[config.mk]
export PLATFORM = sky130hd
export DESIGN_NAME = cnt_bcd_multi_flat
export DESIGN_NICKNAME = d
export VERILOG_FILES = /design/src/rtl/cnt_bcd_pkg.sv /design/src/rtl/cnt_bcd_multi_if.sv /design/src/rtl/bcd_digit.sv /design/src/rtl/cnt_bcd_multi.sv /design/src/flat_wrapper.sv
export SDC_FILE = /design/constraint.sdc
export NUM_CORES = 1
export LEC_CHECK = 0
export CAP_MARGIN = 20
export CORE_ASPECT_RATIO = 0.5
export CORE_MARGIN = 2
export CORE_UTILIZATION = 69
export CTS_BUF_LIST = sky130_fd_sc_hd__clkbuf_16
export CTS_CLUSTER_DIAMETER = 150
export DETAILED_ROUTE_END_ITERATION = 12
export DONT_BUFFER_PORTS = 1
export HOLD_SLACK_MARGIN = 0.05
export PLACE_DENSITY_LB_ADDON = 0.05
export SYNTH_ARGS = -nofsm -noshare
export SYNTH_HDL_FRONTEND = slang
export SYNTH_SLANG_ARGS = --single-unit
[constraint.sdc]
create_clock -name clock -period 4.9 [get_ports clock]
set_clock_uncertainty 0.1 [all_clocks]
set_input_delay 0.735 -clock clock [delete_from_list [all_inputs] [get_ports clock]]
set_output_delay 0.735 -clock clock [all_outputs]
set_load 0.005 [all_outputs]
[src/rtl/cnt_bcd_pkg.sv]
// ============================================================================
// Module      : cnt_bcd_pkg
// Description : Shared definitions for the multi-digit BCD counter: FSM state
//               encodings, the largest legal BCD digit and a nibble check.
// Revision    : 1.0 - initial release
// ============================================================================
`default_nettype none

package cnt_bcd_pkg;

    // Controller states; the unused encoding 2'd3 recovers to INIT.
    typedef enum logic [1:0] {
        INIT  = 2'd0,
        COUNT = 2'd1,
        PAUSE = 2'd2
    } state_t;

    localparam logic [3:0] BCD_MAX = 4'd9;

    // True when the nibble is a legal decimal digit.
    function automatic logic bcd_valid(input logic [3:0] nib);
        return (nib <= BCD_MAX);
    endfunction

endpackage

`default_nettype wire

[src/rtl/cnt_bcd_multi_if.sv]
// ============================================================================
// Module      : cnt_bcd_multi_if
// Description : Control/status bundle of the BCD counter.
//               master : drives en, load, din (and up)
//               slave  : drives Q, tc, err, state_o
//               Port 'up' only exists when CNT_BCD_DOWN_EN is defined.
// Revision    : 1.0 - initial release
// ============================================================================
`default_nettype none

interface cnt_bcd_multi_if #(
    parameter int NDIG = 4
);
    logic                en;
    logic                load;
    logic [4*NDIG-1:0]   din;
`ifdef CNT_BCD_DOWN_EN
    logic                up;
`endif
    logic [4*NDIG-1:0]   Q;
    logic                tc;
    logic                err;
    logic [1:0]          state_o;

`ifdef CNT_BCD_DOWN_EN
    modport master (output en, load, din, up, input Q, tc, err, state_o);
    modport slave  (input en, load, din, up, output Q, tc, err, state_o);
`else
    modport master (output en, load, din, input Q, tc, err, state_o);
    modport slave  (input en, load, din, output Q, tc, err, state_o);
`endif
endinterface

`default_nettype wire

[src/rtl/bcd_digit.sv]
// ============================================================================
// Module      : bcd_digit
// Description : One decade of the ripple chain. With ci=1 the digit steps up
//               (dir=1, 9 -> 0 with carry) or down (dir=0, 0 -> 9 with
//               borrow); with ci=0 it holds.
// Ports       : digit_i (current digit), ci, dir -> next_o (next digit), co
// Revision    : 1.0 - initial release
// ============================================================================
`default_nettype none

module bcd_digit
    import cnt_bcd_pkg::*;
(
    input  wire logic [3:0] digit_i,
    input  wire logic       ci,
    input  wire logic       dir,
    output logic      [3:0] next_o,
    output logic            co
);

    always_comb begin
        next_o = digit_i;
        co     = 1'b0;
        if (ci) begin
            if (dir) begin
                if (digit_i >= BCD_MAX) begin
                    next_o = 4'd0;
                    co     = 1'b1;
                end else begin
                    next_o = digit_i + 4'd1;
                end
            end else begin
                if (digit_i == 4'd0) begin
                    next_o = BCD_MAX;
                    co     = 1'b1;
                end else begin
                    next_o = digit_i - 4'd1;
                end
            end
        end
    end

endmodule

`default_nettype wire

[src/rtl/cnt_bcd_multi.sv]
// ============================================================================
// Module      : cnt_bcd_multi
// Description : NDIG-digit BCD counter with terminal value NSTOP, parallel
//               load with digit validation and an INIT/COUNT/PAUSE controller.
//               Optional down counting is enabled by the macro CNT_BCD_DOWN_EN.
// Ports       : clock - rising-edge clock
//               reset - asynchronous, active-low
//               bus   - cnt_bcd_multi_if.slave (en, load, din, [up] in;
//                       Q, tc, err, state_o out)
// Parameters  : NDIG  (1..8), NSTOP (BCD terminal value, every nibble 0..9)
// Revision    : 1.0 - initial release
// ============================================================================
`default_nettype none

module cnt_bcd_multi
    import cnt_bcd_pkg::*;
#(
    parameter int                  NDIG  = 4,
    parameter logic [4*NDIG-1:0]   NSTOP = {NDIG{4'h9}}
) (
    input  wire logic        clock,
    input  wire logic        reset,
    cnt_bcd_multi_if.slave   bus
);

    localparam int W = 4 * NDIG;

    state_t         state_q, state_d;
    logic [W-1:0]   q_q, q_d;
    logic           err_q, err_d;

    logic           w_dir;
    logic [W-1:0]   w_step;
    logic [NDIG-1:0] w_ci;
    logic [NDIG-1:0] w_co;
    logic [NDIG-1:0] w_nib_ok;
    logic           w_load_ok;
    logic           w_term;
    logic [W-1:0]   w_wrap;
    logic           w_unused_co;

    // Without the down option the direction is a constant, so the borrow
    // half of every digit folds away.
`ifdef CNT_BCD_DOWN_EN
    assign w_dir = bus.up;
`else
    assign w_dir = 1'b1;
`endif

    // Decimal ripple chain; the least significant digit always steps.
    for (genvar g = 0; g < NDIG; g++) begin : g_digit
        if (g == 0) begin : g_lsd
            assign w_ci[g] = 1'b1;
        end else begin : g_upper
            assign w_ci[g] = w_co[g-1];
        end

        bcd_digit u_digit (
            .digit_i (q_q[4*g +: 4]),
            .ci      (w_ci[g]),
            .dir     (w_dir),
            .next_o  (w_step[4*g +: 4]),
            .co      (w_co[g])
        );

        assign w_nib_ok[g] = bcd_valid(bus.din[4*g +: 4]);
    end

    // Carry out of the top digit is the natural all-9s (or all-0s) wrap.
    assign w_unused_co = w_co[NDIG-1];
    assign w_load_ok   = &w_nib_ok;

    // Terminal value and wrap target depend on direction.
    assign w_term = w_dir ? (q_q == NSTOP) : (q_q == '0);
    assign w_wrap = w_dir ? '0 : NSTOP;

    always_ff @(posedge clock or negedge reset) begin
        if (!reset) begin
            state_q <= INIT;
            q_q     <= '0;
            err_q   <= 1'b0;
        end else begin
            state_q <= state_d;
            q_q     <= q_d;
            err_q   <= err_d;
        end
    end

    always_comb begin
        state_d = state_q;
        q_d     = q_q;
        err_d   = 1'b0;
        case (state_q)
            INIT: begin
                q_d     = '0;
                state_d = COUNT;
            end
            COUNT: begin
                if (bus.load) begin
                    // A rejected load leaves Q alone and flags the error.
                    if (w_load_ok) q_d   = bus.din;
                    else           err_d = 1'b1;
                end else if (bus.en) begin
                    q_d = w_term ? w_wrap : w_step;
                end else begin
                    state_d = PAUSE;
                end
            end
            PAUSE: begin
                if (bus.load) begin
                    if (w_load_ok) q_d   = bus.din;
                    else           err_d = 1'b1;
                end else if (bus.en) begin
                    // Resume only; the first step happens on the next edge.
                    state_d = COUNT;
                end
            end
            default: begin
                state_d = INIT;
            end
        endcase
    end

    assign bus.Q       = q_q;
    assign bus.err     = err_q;
    assign bus.state_o = state_q;
    assign bus.tc      = (state_q == COUNT) && bus.en && !bus.load && w_term;

endmodule

`default_nettype wire

[src/flat_wrapper.sv]
// flat-port wrapper written by rule: the top's interface ports become plain ports
module cnt_bcd_multi_flat import cnt_bcd_pkg::*;
#(
    parameter int                  NDIG  = 4,
    parameter logic [4*NDIG-1:0]   NSTOP = {NDIG{4'h9}}
)
  (clock, reset, bus_en, bus_load, bus_din, bus_Q, bus_tc, bus_err, bus_state_o);
  cnt_bcd_multi_if #(.NDIG(NDIG)) bus_i ();
  input  wire logic clock;
  input  wire logic reset;
  input wire logic [$bits(bus_i.en)-1:0] bus_en;
  input wire logic [$bits(bus_i.load)-1:0] bus_load;
  input wire logic [$bits(bus_i.din)-1:0] bus_din;
  output wire logic [$bits(bus_i.Q)-1:0] bus_Q;
  output wire logic [$bits(bus_i.tc)-1:0] bus_tc;
  output wire logic [$bits(bus_i.err)-1:0] bus_err;
  output wire logic [$bits(bus_i.state_o)-1:0] bus_state_o;
  assign bus_i.en = bus_en;
  assign bus_i.load = bus_load;
  assign bus_i.din = bus_din;
  assign bus_Q = bus_i.Q;
  assign bus_tc = bus_i.tc;
  assign bus_err = bus_i.err;
  assign bus_state_o = bus_i.state_o;
  cnt_bcd_multi #(.NDIG(NDIG), .NSTOP(NSTOP)) u_core (.clock(clock), .reset(reset), .bus(bus_i));
endmodule
Word level (Yosys, flattened, before mapping)
Cells that the tools add are included.
- logic and storage cells: 69
- bits in registers: 19
- input port bits: 20
- output and inout port bits: 20
- add/subtract/negate cells: 4
- mux-type cells: 26
- reductions and logical operators: 13
- $lt $le $gt $ge: 8
- eq/ne operators: 12
- operators by type and width (cell ; count):
    $mux 16 ; 5
    $pmux 16 s3 ; 1
    $mux 4 ; 7
    $reduce_and 4->1 ; 5
    $add 4x1->4 const B ; 4
    $eq 16x16->1 const B ; 1
    $ge 4x4->1 const B ; 4
    $le 4x4->1 const B ; 4
    $ne 4x3->1 const B ; 3
    $ne 2x2->1 const B ; 5
    $mux 1 ; 8
    $mux 2 ; 4
    $pmux 2 s3 ; 1
    $logic_and 1x1->1 ; 3
    $ne 3x3->1 const B ; 1
    $reduce_and 3->1 ; 1
    $reduce_bool 3->1 ; 1
    $eq 2x1->1 const B ; 1
    $eq 2x2->1 const B ; 1
    $logic_not 2->1 ; 1
    $reduce_or 2->1 ; 1
    $logic_not 1->1 ; 1

Longest topological paths before layout
- word-level depth: 9
- mapped depth: 8
- mapped depth without buffers: 7

Hierarchy
A second synthesis with hierarchy kept.
- cell total of the unflattened synthesis: 316
- area, all modules: 2797.7 um^2
- modules (own cells, without submodules) (module ; sequential area each (um^2) ; cells an instance ; instances ; area each (um^2)):
    cnt_bcd_multi ; 475.5 ; 164 ; 1 ; 1636.6
    bcd_digit ; 0.0 ; 38 ; 4 ; 290.3

Least setup slack after synthesis
Ideal clock, no wire load.
- path kind: input port to flip-flop
- from: input bus_din[1]
- to: register u_core.q_q[1], in the netlist u_core.bus.Q[1]
- slack: 2368 ps
- data required time: 4668 ps
- path buffers: 2
- library setup time: 132 ps
- arrival time: 2300 ps
- stages: 7
- path through: o21a_1 > or4_1 > buf_2 > buf_6 > mux2_4 > a221oi_2 > o22ai_1
- cells in the longest elaborated chain, start to end: 5
- elaborated cells between the ends (all ways): 6
- those cells by class: 1 x order compare; 4 x mux; 1 x reduce/logical
- ends and longest elaborated chain (what ; RTL line ; text):
    start: declaration ; flat_wrapper.sv:13 ; input wire logic [$bits(bus_i.din)-1:0] bus_din;
    $le 4x4->1 ; cnt_bcd_pkg.sv:22 ; return (nib <= BCD_MAX);
    $reduce_and 4->1 ; cnt_bcd_multi.sv:71 ; assign w_load_ok = &w_nib_ok;
    $mux 16 (*) ; cnt_bcd_multi.sv:101, cnt_bcd_multi.sv:111 ;
    $mux 16, on equally long branches ; cnt_bcd_multi.sv:110, cnt_bcd_multi.sv:99 ;
    $pmux 16 s3 (*) ; cnt_bcd_multi.sv:93 ; case (state_q)
    end signal: assignment ; cnt_bcd_multi.sv:84 ; q_q <= q_d;
    end: declaration ; cnt_bcd_multi.sv:29 ; logic [W-1:0] q_q, q_d;
Every way passes the cells marked *; elsewhere a longest branch is shown, timed or not. The select of a mux whose other input is x is not followed.
A chain may end at the register's enable or synchronous reset.

Final worst setup path
- from: register u_core.state_q[0], in the netlist u_core.bus.state_o[0]
- to: register u_core.q_q[11], in the netlist u_core.bus.Q[11]
- cells in the longest elaborated chain, start to end: 3
- elaborated cells between the ends (all ways): 9
- those cells by class: 5 x eq/ne; 1 x mux; 3 x reduce/logical
- ends and longest elaborated chain (what ; RTL line ; text):
    start: declaration ; cnt_bcd_multi.sv:28 ; state_t state_q, state_d;
    start signal: assignment ; cnt_bcd_multi.sv:83 ; state_q <= state_d;
    $eq 2x1->1 (tied with other cells) ; cnt_bcd_multi.sv:93 ;
    $ne 4x3->1 (no source line) (tied with other cells) ; -- ;
    $reduce_and 4->1 (no source line) ; -- ;
Parallel ways exist; a longest one is shown, timed or not.

==> results.yml <==
clock_network:
  clk_latency_ps: 260
  clkSinkCount: 19
  cts_setup_buffers: 0
  cts-root-buf: "clkbuf_16"
  h-tree-depth: 1
  ctsHoldBuffers: 0
  ctsResizeCount: 0
  numCtsBuffers: 3
  cts_tree: "built"
  clockBufferDepth: 2
  clkTransAtPathRegs_ps: 60
timing:
  max-slew-margin-rel: 0.319
  hold_slack_ps: 67.1
  finalHoldViolCount: 0
  slew_violations: 0
  period_needed_ps: 2950
  max_freq_mhz: 339
  finalCritPeriodShare: 0.601
  setup_viol: 0
  tightest_slew_ps: 1020
  rsz0062_at_grt: "false"
  setup_tns_ps: 0
  setup_slack_ps: 1950
global_route:
  top_usage_layer: "met2"
  grt_max_degree: 23
  grtUsageMet2: 0.485
  grt_overflow_total: 0
  grt_antenna_before_repair: 0
  met1_usage: 0.450
  grt_pass1_wl_um: 7360
  grtUsageTotal: 0.322
  use_met3: 0.0991
  grt_pass1_vias: 1510
yosys:
  synth_cell_type_count: 51
  synth_top_area_share: 0.263
  synth-seq-area-share: 0.263
  async_reset_ff_frac: 1.00
  synth-edff-count: 0
  ys_ff_latch: 19
  syn_area_um2: 1810
  syn-instance-count: 206
  synth_nets: 242
  synthTopCellsByArea: "dfrtp_1, ha_1, mux2i_1, o21ai_0, a32o_1"
  avgSynthCellArea_um2: 8.77
  synth.largest_area_cell: "dfrtp_1"
  yosysWarnings: 0
  synth_top_flop_cell: "dfrtp_1"
detailed_routing:
  drt_iter0_markers: 220
  drc: 0
  routed-via-count: 1736
  finalWirelength_um: 4730
  wl_per_cell_um: 20.0
  antenna_left: 0
  vias_per_cell: 7.32
  dr.pass1.iters: 5
critical_path:
  worstPathRequired_ps: 4940
  worst-r2r-cell-count: 7
  cp-end-kind: "flop"
  rr_endpoint: "u_core.bus.Q[11]$_DFFE_PN0P_"
  crit_type: "flop to flop"
  crit_arrival_ps: 2990
  reg2reg_from: "u_core.bus.state_o[0]$_DFFE_PN0P_"
  path_max_fanout: 11
  r2r_setup_slack_ps: 1950
  critPathLaunchType: "flop"
floorplanning:
  die_w_um: 76.4
  die_h_um: 40.2
  start_util: 0.712
  coreArea_um2: 2540
  ios: 40
  dieArea_um2: 3070
  rows: 13
pwr:
  swShare: 0.467
  p_comb_frac: 0.558
  clkPwrFrac: 0.174
  irDropWorstVdd_v: 0.000253
  p_leak_uw: 0.000869
  power.net_switching_uw: 462
  p_int_uw: 526
  sequentialPowerShare: 0.268
  p_per_area_nw_per_um2: 524
  fin_total_pwr_uw: 988
layout:
  antenna_cells: 0
  fill_cells: 196
  drive_gt1_frac: 0.0600
  final_core_util: 0.743
  final_cell_mix: "dfrtp_1, inv_1, nand2_1"
  final_common_cell: "dfrtp_1"
  nNetsFinal: 237
  syn_to_final_growth_pct: 4.36
placed_design:
  pre_cts_slack_ps: 1820
  routabilityCongestion: 0.909
  dp_hpwl_um: 3400
  portBuffers: 0
status:
  outcome: "finished, final reports clean"
hold_path:
  hold_class: "input port to asynchronous set/reset pin"
job:
  max_cap_viol_count: 0
==> layer usage <==
layer,vias to the layer above,part of all wire
li1,776,-
met4,0,0.0055
met5,-,0
met1,861,0.47
met2,95,0.42
met3,4,0.10
==> cell type report <==
class | count | area [µm²] | area share
inverter | 17 | 63.8 | 0.0338
clock buffer | 3 | 75.1 | 0.0398
tap | 37 | 46.3 | 0.0246
multi-input combinational | 160 | 1220 | 0.648
clock inverter | 1 | 3.75 | 0.00199
sequential | 19 | 475 | 0.252
==> kinds of logic after synthesis <==
logic type / Yosys count / synth area share
compound gates: 76 / 0.312
simple gates: 51 / 0.157
buf+inv: 27 / 0.0609
flops: 19 / 0.263
fa+ha+maj: 16 / 0.111
mux: 14 / 0.0810
xor+xnor: 3 / 0.0145
==> flip-flops by register name (all words and copies together) (netlist names) <==
name and cells:
u_core.bus.Q 16, u_core.bus.err 1, u_core.bus.state_o 2
==> metrics by stage <==
stage	area (µm²)	instances
after detailed placement	1810	233
final	1890	237
after global routing	1890	237
after floorplan	1810	206
after CTS	1890	237
after global placement	1810	233
==> worst max-delay path by stage <==
| stage | from | endpoint |
|---|---|---|
| finish | u_core.bus.state_o[0]$_DFFE_PN0P_ | u_core.bus.Q[11]$_DFFE_PN0P_ |
| global route | u_core.bus.state_o[0]$_DFFE_PN0P_ | u_core.bus.Q[11]$_DFFE_PN0P_ |
| CTS | u_core.bus.state_o[0]$_DFFE_PN0P_ | u_core.bus.Q[11]$_DFFE_PN0P_ |
| detailed placement | bus_din[1] | u_core.bus.Q[8]$_DFFE_PN0P_ |
| global placement | bus_din[1] | u_core.bus.Q[8]$_DFFE_PN0P_ |
| floorplan | bus_din[1] | u_core.bus.Q[1]$_DFFE_PN0P_ |
==> worst max-delay path: stages, from the launching register on <==
cell,delay (ps)
dfrtp_1,420
inv_1,100
ha_1,400
inv_1,320
a21oi_1,170
nor2_1,580
o21ai_0,410
a22o_1,330
==> power by group through the flow <==
stage	clock network [µW]	logic [µW]	registers, µW
3_5_place_dp	0	535	267
4_1_cts	171	539	264
2_1_floorplan	0	431	249
6_report	172	551	265
3_3_place_gp	0	522	264
5_1_grt	178	609	272
==> synthesized netlist by cell type, drive strengths merged, types with 2 or more instances <==
cell / instances
a211oi: 4
a21boi: 2
a21oi: 6
a22o: 6
a31oi: 2
a32o: 7
and2: 2
and3: 4
buf: 2
clkbuf: 8
dfrtp: 19
ha: 16
inv: 17
mux2: 2
mux2i: 12
nand2: 18
nand2b: 2
nand3: 3
nand4b: 2
nor2: 5
nor3: 2
nor3b: 2
o211a: 3
o211ai: 4
o21a: 5
o21ai: 17
o221ai: 3
o22ai: 6
o32ai: 2
or2: 2
or3b: 3
xnor2: 2
No activity file was read; power rests on OpenSTA's default activity.
